--- src/rtl/mips_core_pkg.sv ---
// Shared mips_core back-end types.
// Issue-queue entry layout and default widths.
package mips_core_pkg;

  localparam int IQ_TAG_W     = 6;
  localparam int IQ_PAYLOAD_W = 32;

  typedef struct packed {
    logic                    valid;
    logic [IQ_TAG_W-1:0]     dst;
    logic [IQ_TAG_W-1:0]     src1;
    logic [IQ_TAG_W-1:0]     src2;
    logic                    rdy1;
    logic                    rdy2;
    logic [IQ_PAYLOAD_W-1:0] payload;
  } iq_entry_t;

endpackage

--- src/rtl/priority_encoder.sv ---
// One-hot-free priority encoder over a request vector.
// Output is meaningless when no request bit is set.
module priority_encoder #(
  parameter int NUM_OF_INPUTS = 8,
  parameter int HIGH_PRIORITY = 0
) (
  input  logic [NUM_OF_INPUTS-1:0]         i_req,
  output logic [$clog2(NUM_OF_INPUTS)-1:0] o_idx
);

  localparam int IDX_W = $clog2(NUM_OF_INPUTS);

  // The last hit in loop order wins, so iterate toward the favoured end.
  always_comb begin
    o_idx = '0;
    if (HIGH_PRIORITY == 0) begin
      for (int i = NUM_OF_INPUTS - 1; i >= 0; i--) begin
        if (i_req[i]) o_idx = IDX_W'(i);
      end
    end else begin
      for (int i = 0; i < NUM_OF_INPUTS; i++) begin
        if (i_req[i]) o_idx = IDX_W'(i);
      end
    end
  end

endmodule

--- src/rtl/issue_queue.sv ---
// Out-of-order issue queue with CDB wakeup and lowest-index select.
// Entry fields use the widths fixed in mips_core_pkg.
module issue_queue
  import mips_core_pkg::*;
#(
  parameter int DEPTH     = 8,
  parameter int TAG_W     = IQ_TAG_W,
  parameter int PAYLOAD_W = IQ_PAYLOAD_W
) (
  input  logic                         clk,
  input  logic                         rst,
  input  logic                         flush,
  input  logic                         dispatch_valid,
  output logic                         dispatch_ready,
  input  logic [TAG_W-1:0]             dispatch_dst,
  input  logic [TAG_W-1:0]             dispatch_src1,
  input  logic [TAG_W-1:0]             dispatch_src2,
  input  logic                         dispatch_src1_rdy,
  input  logic                         dispatch_src2_rdy,
  input  logic [PAYLOAD_W-1:0]         dispatch_payload,
  input  logic                         cdb_valid,
  input  logic [TAG_W-1:0]             cdb_tag,
  output logic                         issue_valid,
  input  logic                         issue_ready,
  output logic [TAG_W-1:0]             issue_dst,
  output logic [PAYLOAD_W-1:0]         issue_payload,
  output logic [$clog2(DEPTH+1)-1:0]   occupancy
);

  localparam int IDX_W = $clog2(DEPTH);
  localparam int OCC_W = $clog2(DEPTH + 1);

  iq_entry_t        r_q     [DEPTH];
  iq_entry_t        w_q_nxt [DEPTH];
  logic [OCC_W-1:0] r_occ;
  logic [OCC_W-1:0] w_occ_nxt;
  logic [DEPTH-1:0] w_free;
  logic [DEPTH-1:0] w_req;
  logic [IDX_W-1:0] w_alloc;
  logic [IDX_W-1:0] w_sel;
  logic             w_disp_fire;
  logic             w_iss_fire;
  logic             w_s1_hit;
  logic             w_s2_hit;

  always_comb begin
    w_free = '0;
    w_req  = '0;
    for (int i = 0; i < DEPTH; i++) begin
      w_free[i] = ~r_q[i].valid;
      w_req[i]  = r_q[i].valid & r_q[i].rdy1 & r_q[i].rdy2;
    end
  end

  priority_encoder #(
    .NUM_OF_INPUTS (DEPTH),
    .HIGH_PRIORITY (0)
  ) u_alloc_enc (
    .i_req (w_free),
    .o_idx (w_alloc)
  );

  priority_encoder #(
    .NUM_OF_INPUTS (DEPTH),
    .HIGH_PRIORITY (0)
  ) u_sel_enc (
    .i_req (w_req),
    .o_idx (w_sel)
  );

  assign dispatch_ready = (|w_free) & ~flush;
  assign issue_valid    = (|w_req) & ~flush;
  assign w_disp_fire    = dispatch_valid & dispatch_ready;
  assign w_iss_fire     = issue_valid & issue_ready;

  assign issue_dst     = r_q[w_sel].dst;
  assign issue_payload = r_q[w_sel].payload;
  assign occupancy     = r_occ;

  // A tag on the CDB this cycle also wakes the op being written now.
  assign w_s1_hit = cdb_valid & (cdb_tag == dispatch_src1);
  assign w_s2_hit = cdb_valid & (cdb_tag == dispatch_src2);

  always_comb begin
    w_q_nxt = r_q;
    for (int i = 0; i < DEPTH; i++) begin
      if (r_q[i].valid & cdb_valid) begin
        if (cdb_tag == r_q[i].src1) w_q_nxt[i].rdy1 = 1'b1;
        if (cdb_tag == r_q[i].src2) w_q_nxt[i].rdy2 = 1'b1;
      end
    end
    if (w_iss_fire) w_q_nxt[w_sel].valid = 1'b0;
    if (w_disp_fire) begin
      w_q_nxt[w_alloc].valid   = 1'b1;
      w_q_nxt[w_alloc].dst     = dispatch_dst;
      w_q_nxt[w_alloc].src1    = dispatch_src1;
      w_q_nxt[w_alloc].src2    = dispatch_src2;
      w_q_nxt[w_alloc].rdy1    = dispatch_src1_rdy | w_s1_hit;
      w_q_nxt[w_alloc].rdy2    = dispatch_src2_rdy | w_s2_hit;
      w_q_nxt[w_alloc].payload = dispatch_payload;
    end
    if (flush) begin
      for (int i = 0; i < DEPTH; i++) w_q_nxt[i].valid = 1'b0;
    end
  end

  always_comb begin
    if (flush) w_occ_nxt = '0;
    else w_occ_nxt = r_occ + OCC_W'(w_disp_fire) - OCC_W'(w_iss_fire);
  end

  always_ff @(posedge clk or posedge rst) begin
    if (rst) begin
      for (int i = 0; i < DEPTH; i++) begin
        r_q[i].valid <= 1'b0;
        r_q[i].rdy1  <= 1'b0;
        r_q[i].rdy2  <= 1'b0;
      end
      r_occ <= '0;
    end else begin
      r_q   <= w_q_nxt;
      r_occ <= w_occ_nxt;
    end
  end

endmodule

--- config.mk ---
export PLATFORM = sky130hd
export DESIGN_NAME = issue_queue
export DESIGN_NICKNAME = d
export VERILOG_FILES = /design/src/rtl/mips_core_pkg.sv /design/src/rtl/priority_encoder.sv /design/src/rtl/issue_queue.sv
export SDC_FILE = /design/constraint.sdc
export NUM_CORES = 1
export LEC_CHECK = 0
export CAP_MARGIN = 20
export CORE_MARGIN = 1
export CORE_UTILIZATION = 35
export CTS_BUF_LIST = sky130_fd_sc_hd__clkbuf_8
export DETAILED_ROUTE_END_ITERATION = 12
export SKIP_CTS_REPAIR_TIMING = 1
export SYNTH_ARGS = -nofsm -noshare
export SYNTH_HDL_FRONTEND = slang
export SYNTH_SLANG_ARGS = --single-unit
--- constraint.sdc ---
create_clock -name clk -period 5.8 [get_ports clk]
set_input_delay 1.16 -clock clk [delete_from_list [all_inputs] [get_ports clk]]
set_output_delay 1.16 -clock clk [all_outputs]
set_load 0.02 [all_outputs]
==> results of run 1 <==
area by class of cell:
class / count / area share (%)
sequential: 428 / 54.0
multi-input combinational: 1045 / 29.9
timing repair buffer: 153 / 6.18
clock buffer: 77 / 4.50
tap: 756 / 4.02
clock inverter: 64 / 1.21
inverter: 9 / 0.143
antenna: 2 / 0.0213
synth_stat cells (19+ instances only):
cell                       instances  share of area (%)
sky130_fd_sc_hd__nor4_1           19               0.59
sky130_fd_sc_hd__o21ai_1          29               0.72
sky130_fd_sc_hd__buf_2            22               0.54
sky130_fd_sc_hd__mux2i_1          44                2.2
sky130_fd_sc_hd__edfxtp_1        400                 59
sky130_fd_sc_hd__xnor2_1          26                1.1
sky130_fd_sc_hd__xor2_1           85                3.7
sky130_fd_sc_hd__a221oi_1         76                3.3
sky130_fd_sc_hd__dfrtp_1          28                3.5
sky130_fd_sc_hd__o22ai_1          38                1.2
sky130_fd_sc_hd__o21ai_0         204                5.0
sky130_fd_sc_hd__clkbuf_1        100                1.9
sky130_fd_sc_hd__and2_1          404                 12
power groups by stage:
stage	Sequential, W	Combinational (W)	Clock (W)
final	0.00339	0.000420	0.00252
after global routing	0.00339	0.000455	0.00272
after CTS	0.00339	0.000425	0.00258
after detailed placement	0.00345	0.000424	0
after global placement	0.00345	0.000415	0
after floorplan	0.00345	0.000211	0
worst reg2reg max path, stage by stage, from the launching register on:
cell	delay, ps
sky130_fd_sc_hd__dfrtp_1	520
sky130_fd_sc_hd__nand3_1	190
sky130_fd_sc_hd__and2_2	510
sky130_fd_sc_hd__buf_4	470
sky130_fd_sc_hd__a31oi_1	270
sky130_fd_sc_hd__and2_1	230
sky130_fd_sc_hd__ha_1	280
sky130_fd_sc_hd__inv_1	40
sky130_fd_sc_hd__ha_1	200
sky130_fd_sc_hd__fa_1	410
sky130_fd_sc_hd__xnor2_1	160
sky130_fd_sc_hd__nor2_1	50
stage by stage:
step           util [%]  std cells  cell area [um2]  total power [W]  setup WS (ps)
2_1_floorplan         -       1618            20300          0.00366           82.9
3_3_place_gp       39.1       2391            22200          0.00387           1320
3_5_place_dp       39.1       2391            22200          0.00387           1170
4_1_cts            41.4       2532            23500          0.00639            469
5_1_grt            41.4       2533            23500          0.00657            357
6_report           41.4       2534            23500          0.00633            496
kinds of logic after synthesis:
kind of cell,after synthesis,share of synthesized area [%]
buffers and inverters,145,3.07
AO/OA/AOI/OAI,391,11.9
XOR/XNOR,111,4.80
AND/OR/NAND/NOR,494,15.0
multiplexers,44,2.18
adder cells (fa/ha/maj),5,0.346
flip-flops,428,62.8
registers in the layout (all words and copies together), names as in the netlist:
name       count
occupancy      4
r_q          424
routing by layer:
layer,global-route usage [%],up-vias,wire (um)
li1,-,6148,-
met1,25.1,6838,24900
met2,32.5,443,27700
met3,3.15,100,3140
met4,6.48,0,1190
met5,0,-,0
final timing paths:
| path | end | slack [ps] |
|---|---|---|
| worst max register to register | occupancy[2]$_DFF_PP0_ | 2340 |
| worst min register to register | r_q[244]$_DFF_PP0_ | 540 |
| worst min-delay path | r_q[244]$_DFF_PP0_ | 540 |
| worst max-delay path | issue_payload[9] | 500 |
| min in group asynchronous | r_q[192]$_DFF_PP0_ | 1200 |
| max in group asynchronous | occupancy[2]$_DFF_PP0_ | 4240 |
==> results.md, run 1 <==
Setup path:
- The most critical setup path has its startpoint at r_q[264]$_DFF_PP0_.
- The critical register-to-register path startpoint is r_q[370]$_DFF_PP0_.
- The arrival time reported for the critical path endpoint is approximately 4100 ps.
- At the worst endpoint, the required time is about 4600 ps.
- The category of the critical setup timing path is register to output port.
- In this run the number of cells on the critical path is 7.
- The startpoint class of the critical path is a register.
- The largest individual stage delay along the critical path comes from the cell sky130_fd_sc_hd__o21a_4.
- The cell family contributing the most delay on the critical path is compound AO/OA/AOI/OAI gates.
- Traced cell by cell, the critical path runs through and3_2 -> o211ai_1 -> o21a_4 -> buf_4 -> mux2i_1 -> o22ai_1 -> clkdlybuf4s50_1.
- The delay of the slowest cell on the worst path is 810 ps.
- The type of element capturing the critical path is an output port.
- The worst reg-to-reg path cell count is 11.
- The buffers plus inverters on the worst setup path is 2.
- In this run the worst path has a maximum fanout of between 50 and 60.

Timing:
- The final number of max-transition violations came to 0.
- For the final routed database, the setup TNS stands at 0 ps.
- The clock tree skew after final layout is between 30 and 40 ps.
- Setup violations remaining at the end of the flow were counted as 0.
- Across all hold checks on the routed design, the worst slack comes to between 500 and 600 ps.
- Setup repair after global routing left no endpoint under its margin.
- In the finished design, the share of the clock period the worst path needs comes to about nine tenths.
- The pin slew with the least headroom to its limit is just over 1000 ps.
- Static timing analysis puts the maximum clock frequency at ~190 MHz.
- Headroom to the max-slew limit came out at 31.5%.
- The total count of hold-check failures in the final report is 0.
- After layout, the minimum clock period comes to roughly 5300 ps.

Final layout:
- The area of all sequential standard cells is between 0.01 and 0.015 mm2.
- The fraction of layout instances using a drive strength above 1 is 9.23%.
- In the layout the commonest cells are 401 x sky130_fd_sc_hd__and2_1, 400 x sky130_fd_sc_hd__edfxtp_1, 204 x sky130_fd_sc_hd__o21ai_0.
- The most common cell after layout, fill and taps aside is sky130_fd_sc_hd__and2_1.
- The final-stage net count is between 1.5k and 2k.
- From synthesis to final layout, the design area changed by 16.3%.
- The filler cells instantiated in the layout total around 5.3k.
- Summing all multi-input logic gate instances after layout gives roughly 0.0070 mm2.

Logic synthesis:
- After synthesis the netlist holds a flip-flop and latch count of 428.
- The count of unique library cells instantiated by Yosys is 47.
- The warning count from the yosys run is 0.
- The number of standard cells after synthesis is 1,618.
- In the synthesized netlist the dominant register cell turns out to be sky130_fd_sc_hd__edfxtp_1.
- The portion of the post-synthesis area used by sequential elements is 62.8%.
- The share of flip-flops with an asynchronous set or reset after synthesis is between 6 and 7%.
- The cell area after synthesis is a little over 0.02 mm2.
- Yosys mapped a number of flops with a built-in enable equal to 400.
- The number of nets produced by synthesis is 1,687.
- The mean area per synthesized cell is ~13 um2.

CTS:
- The number of CTS-inserted buffers is 76.
- Clock-pin slew was measured on the worst setup and hold paths at ~60 ps.
- The H-tree was split into 3 levels.
- Clock latency on the worst-skew pair, taken at its later pin, is around 670 ps.
- TritonCTS built the clock tree.
- The maximum buffer depth of the clock tree is 3.
- The clock sink total is between 400 and 500.
- The tree is rooted in a sky130_fd_sc_hd__clkbuf_8.

Pwr:
- The worst-case IR drop observed on VDD is 140 uV.
- Of the total power, the share spent switching nets is approximately a quarter.
- In this run the power spent charging and discharging nets is 0.00155 W.
- The fraction of power consumed by sequential logic is between 50% and 60%.
- The part of the power in the clock network is around two fifths.
- Summed over all cells, the static leakage comes to between 7 and 8 nW.
- Per report_power, the combinational group accounts for approximately 6.6% of the total.
- The internal power of the cells is 0.00478 W.
- The ratio of total power to cell area is 269 mW/mm2.

Global routing:
- The global-route wire length before repair is just under 90 mm.
- The total track usage is 19.3%.
- Global routing finished with a remaining overflow of 0.
- The via count of the first global-routing pass is about 14k.
- The maximum number of pins on one net before global-route repair is 78.
- The number of antenna violations at the first check in global routing is 2.

Hold path:
- Along the worst hold path, the cell count comes to 2.
- The startpoint of the tightest hold check path is r_q[244]$_DFF_PP0_.
- The min-delay analysis places its worst path in the category register to register.

Floorplanning:
- The initial cell density of the core is a little over a third.
- The region available for standard cell placement spans 0.0568 mm2.
- The I/O pin count is 108.
- The full die area is roughly 0.059 mm2.
- The die span in x is 243 um.
- The die boundary height is between 200 and 250 um.
- The number of cell rows is 87.

Route:
- After detailed routing, the number of vias per cell comes to around 5.3.
- The number of DRC violations after detailed-routing iteration 0 is 1,321.
- In the routed design, unresolved DRC markers number 0.
- The detailed-route wire length is about 57 mm.
- The count of nets left with antenna violations once routing finished came out at 0.
- For this block, the via count after detailed routing is around 14k.
- For this run, the detailed router's first-pass iteration total came to 6.
- Dividing the detail-routed wire length by the instance count gives around 22 um.

Outcome:
- The run finished with clean final reports.

Flow run:
- Max-cap violations in this run came to 0.

Place:
- The global placement routability congestion is 0.812.
- The total half-perimeter wirelength after legalization and detailed placement is 31.6 mm.
- Buffers placed on the I/O ports in this run total 107.
Note: power is estimated with default switching activity, not from simulation.
==> run 2, diff against run 1 <==
--- a/config.mk
+++ b/config.mk
@@ -8,7 +8,7 @@
 export CAP_MARGIN = 20
 export CORE_MARGIN = 1
 export CORE_UTILIZATION = 35
-export CTS_BUF_LIST = sky130_fd_sc_hd__clkbuf_8
+export CTS_CLUSTER_SIZE = 12
 export DETAILED_ROUTE_END_ITERATION = 12
 export SKIP_CTS_REPAIR_TIMING = 1
 export SYNTH_ARGS = -nofsm -noshare
==> run 2 against run 1 <==
  * Combinational power is essentially flat
  * Fmax up 0.57%
  * Power grew 6.3%
  * Flip-flop and latch count unchanged
  * First-iteration DRC count is 0.45% lower
  * Sequential share of layout area is 0.30 points lower
  * Non-clock buffer count did not move
  * Global-route usage down 0.25 points
  * Clock-buffer cell count shrank 14
  * Cell count is 2.4% lower
  * Sequential power about the same
  * Critical endpoint unchanged
  * Largest cell class unchanged
==> results.md, run 2 (same netlist as run 1, synthesis figures left out) <==
Final layout:
- Leaving out fill and tap cells, the most frequent cell in the layout is sky130_fd_sc_hd__and2_1.
- The number of flip-flops under the largest register name came to 424 (unchanged).
- The summed area of non-filler cells in the final layout is 0.0237 mm2 (+0.55%).
- The final-stage net count is 1,753 (-1.6%).
- The count of placed standard cells in the final layout, fillers left out is 2,474 (-2.4%).
- The post-synthesis to final-layout area growth is 16.9%.
- In the layout the commonest cells are 401 x sky130_fd_sc_hd__and2_1, 400 x sky130_fd_sc_hd__edfxtp_1, 204 x sky130_fd_sc_hd__o21ai_0.
- The most flop-heavy register is r_q.
- The number of diodes added for antenna fixing is 0 (-2).
- The fraction of layout instances using a drive strength above 1 is 8.09% (-1.1 points).

Place:
- The total half-perimeter wirelength after legalization and detailed placement is 31.6 mm (unchanged).
- The total instance count after detailed placement is 2,391 (unchanged).
- The cell area reported after detailed placement is 0.0222 mm2 (unchanged).
- The global placement routability congestion was 0.812 (unchanged).
- The number of I/O port buffers was 107 (unchanged).
- The worst setup slack before clock tree synthesis is 1170 ps (unchanged).

CTS:
- The depth of the CTS H-tree is 2 (-1).
- The clock insertion delay at the later pin of the skew report is 590 ps (-80 ps).
- The number of CTS-inserted buffers is 47 (-38%).
- CTS placed an instance of sky130_fd_sc_hd__clkbuf_16 at the clock tree root.
- The clock sink total is 428 (unchanged).
- The CTS tree is built.
- The maximum buffer depth of the clock tree is 3 (unchanged).
- The clock-pin slew reported for the worst setup and hold paths after clock tree synthesis is 60 ps (about the same).

Global routing:
- The total track usage was 19.0% (-0.25 points).
- The number of antenna violations at the first check in global routing was 1 (-1).
- The via count of the first global-routing pass came to 13.8k (-2.1%).
- The global-route wire length before repair is 85.9 mm (-0.95%).
- The remaining global-route overflow was 0 (unchanged).
- The maximum number of pins on one net before global-route repair was 78 (unchanged).

Pwr:
- The internal power of the cells came to 0.00523 W (+9.5%).
- The maximum vdd drop is 202 uV (+45%).
- The part of the power in the clock network is 43.4% (+3.6 points).
- The power dissipated by switching net loads was 0.00149 W (-3.5%).
- The static leakage came to 7.83 nW (-1.3%).
- The fraction of power consumed by sequential logic is 50.4% (-3.1 points).
- The share of power burned in combinational logic came to 6.2% (-0.4 points).
- The ratio of total power to cell area was 284 mW/mm2 (+5.7%).
- The switching power share of the total is 22.2% (-2.3 points).
- The overall power came to 0.00672 W (+6.3%).

Hold path:
- In this run the most critical hold path is launched from r_q[32]$_DFF_PP0_.
- The path with the worst hold slack has its endpoint at r_q[32]$_DFF_PP0_.
- The cell depth of the worst min-delay path came to 2 (unchanged).
- The tightest min-delay check is of the register to register type.

Timing:
- The pin slew with the least headroom to its limit came to 1040 ps (+10.2 ps).
- The setup slack of the critical path after layout is 526 ps (+29.9 ps).
- The achievable clock frequency is 190 MHz (+0.57%).
- The fraction of the cycle the final worst path needs is 90.9% (-0.52 points).
- The final number of max-transition violations is 0 (unchanged).
- The clock tree skew after final layout is 17.7 ps (-14.4 ps).
- The total count of hold-check failures in the final report is 0 (unchanged).
- Setup repair after global routing left no endpoint under its margin.
- The final critical delay including setup and external delays is 5270 ps (-29.9 ps).
- The number of endpoints failing setup at the final stage is 0 (unchanged).
- The setup total negative slack came to 0 ps (unchanged).
- The worst max-slew margin expressed relative to the limit was 30.8% (-0.68 points).

Outcome:
- The flow ran to the end, and the final reports show no timing, DRC or antenna violations.

Route:
- The average wire per standard cell is 22.8 um (+1.3%).
- The via count was 13.4k (-0.90%).
- The number of DRC violations after detailed routing came to 0 (unchanged).
- The first-pass iteration count of the detailed router came to 7 (+1).
- The detailed-route wire length is 56.3 mm (-1.1%).
- The number of DRC violations after detailed-routing iteration 0 is 1,315 (-0.45%).
- The via density per instance was 5.42 (+1.5%).
- The number of nets still failing antenna checks after routing was 0 (unchanged).

Setup path:
- The highest fanout seen on the critical path is 55 (unchanged).
- The delay of the slowest cell on the worst path is 780 ps (-30 ps).
- The required time at the worst-slack endpoint came to 4640 ps (about the same).
- The cell family contributing the most delay on the critical path is compound AO/OA/AOI/OAI gates.
- The critical path in this run is classified as register to output port.
- The critical register-to-register path startpoint is r_q[370]$_DFF_PP0_.
- The buffers plus inverters on the worst setup path is 2 (unchanged).
- The startpoint class of the critical path is a register.
- The arrival time reported for the critical path endpoint was 4110 ps (-30 ps).
- The endpoint of the worst register-to-register path is occupancy[2]$_DFF_PP0_.
- The critical path goes through and3_2 -> o211ai_1 -> o21a_4 -> buf_4 -> mux2i_1 -> o22ai_1 -> clkdlybuf4s50_1.
- The register-to-register path setup slack is 2330 ps (about the same).
- The slowest stage of the critical path belongs to the cell sky130_fd_sc_hd__o21a_4.
- The worst reg-to-reg path cell count was 11 (unchanged).
- The type of element capturing the critical path is an output port.

Floorplanning:
- The initial cell density of the core came to 35.6% (unchanged).
- The core area came to 0.0568 mm2 (unchanged).
- The number of cell rows came to 87 (unchanged).
- The die span in x is 243 um (unchanged).
- The die boundary height is 243 um (unchanged).
- The full die area is 0.0588 mm2 (unchanged).
- The I/O pin count is 108 (unchanged).

Flow run:
- The reported max-cap violation count is 0 (unchanged).
-- run 2: power by group through the flow --
| stage | logic (W) | registers [W] | clock network, W |
|---|---|---|---|
| floorplan | 0.000211 | 0.00345 | 0 |
| global placement | 0.000415 | 0.00345 | 0 |
| detailed placement | 0.000424 | 0.00345 | 0 |
| CTS | 0.000425 | 0.00339 | 0.00297 |
| global route | 0.000455 | 0.00339 | 0.00310 |
| finish | 0.000420 | 0.00339 | 0.00292 |
-- run 2: per-stage QoR --
| step | hold slack, ps | utilization [%] |
|---|---|---|
| after floorplan | 493 | - |
| after global placement | 518 | 39.1 |
| after detailed placement | 529 | 39.1 |
| after CTS | 542 | 41.7 |
| after global routing | 546 | 41.7 |
| final | 543 | 41.7 |
-- run 2: worst min-delay path: stages (launching register included) --
cell and delay, ps:
sky130_fd_sc_hd__dfrtp_1 340, sky130_fd_sc_hd__nor3_1 50, sky130_fd_sc_hd__a21oi_1 100
-- run 2: layer usage --
layer,vias up,routed length [um],GRT usage [%]
met2,440,27700,32.6
met3,66,2980,2.69
li1,6079,-,-
met5,-,0,0
met1,6822,24600,25.2
met4,0,984,4.93
-- run 2: worst max path at each step --
stage,startpoint,endpoint,slack (ps),cells past startpoint
final,r_q[264]$_DFF_PP0_,issue_payload[9],530,7
after global routing,r_q[264]$_DFF_PP0_,issue_payload[15],410,7
after CTS,r_q[264]$_DFF_PP0_,issue_payload[11],560,7
after detailed placement,r_q[264]$_DFF_PP0_,issue_payload[11],1170,7
after global placement,r_q[264]$_DFF_PP0_,issue_payload[8],1320,7
after floorplan,flush,r_q[0]$_DFFE_PP_,80,3
-- run 2: final cells by class --
cell class | instances | area (um2)
clock buffers | 63 | 1300
clock inverters | 20 | 180
fillers | 5293 | 33100
inverters | 9 | 33.8
multi-input cells | 1045 | 7050
flip-flops and latches | 428 | 12700
well taps | 756 | 946
repair buffers | 153 | 1450
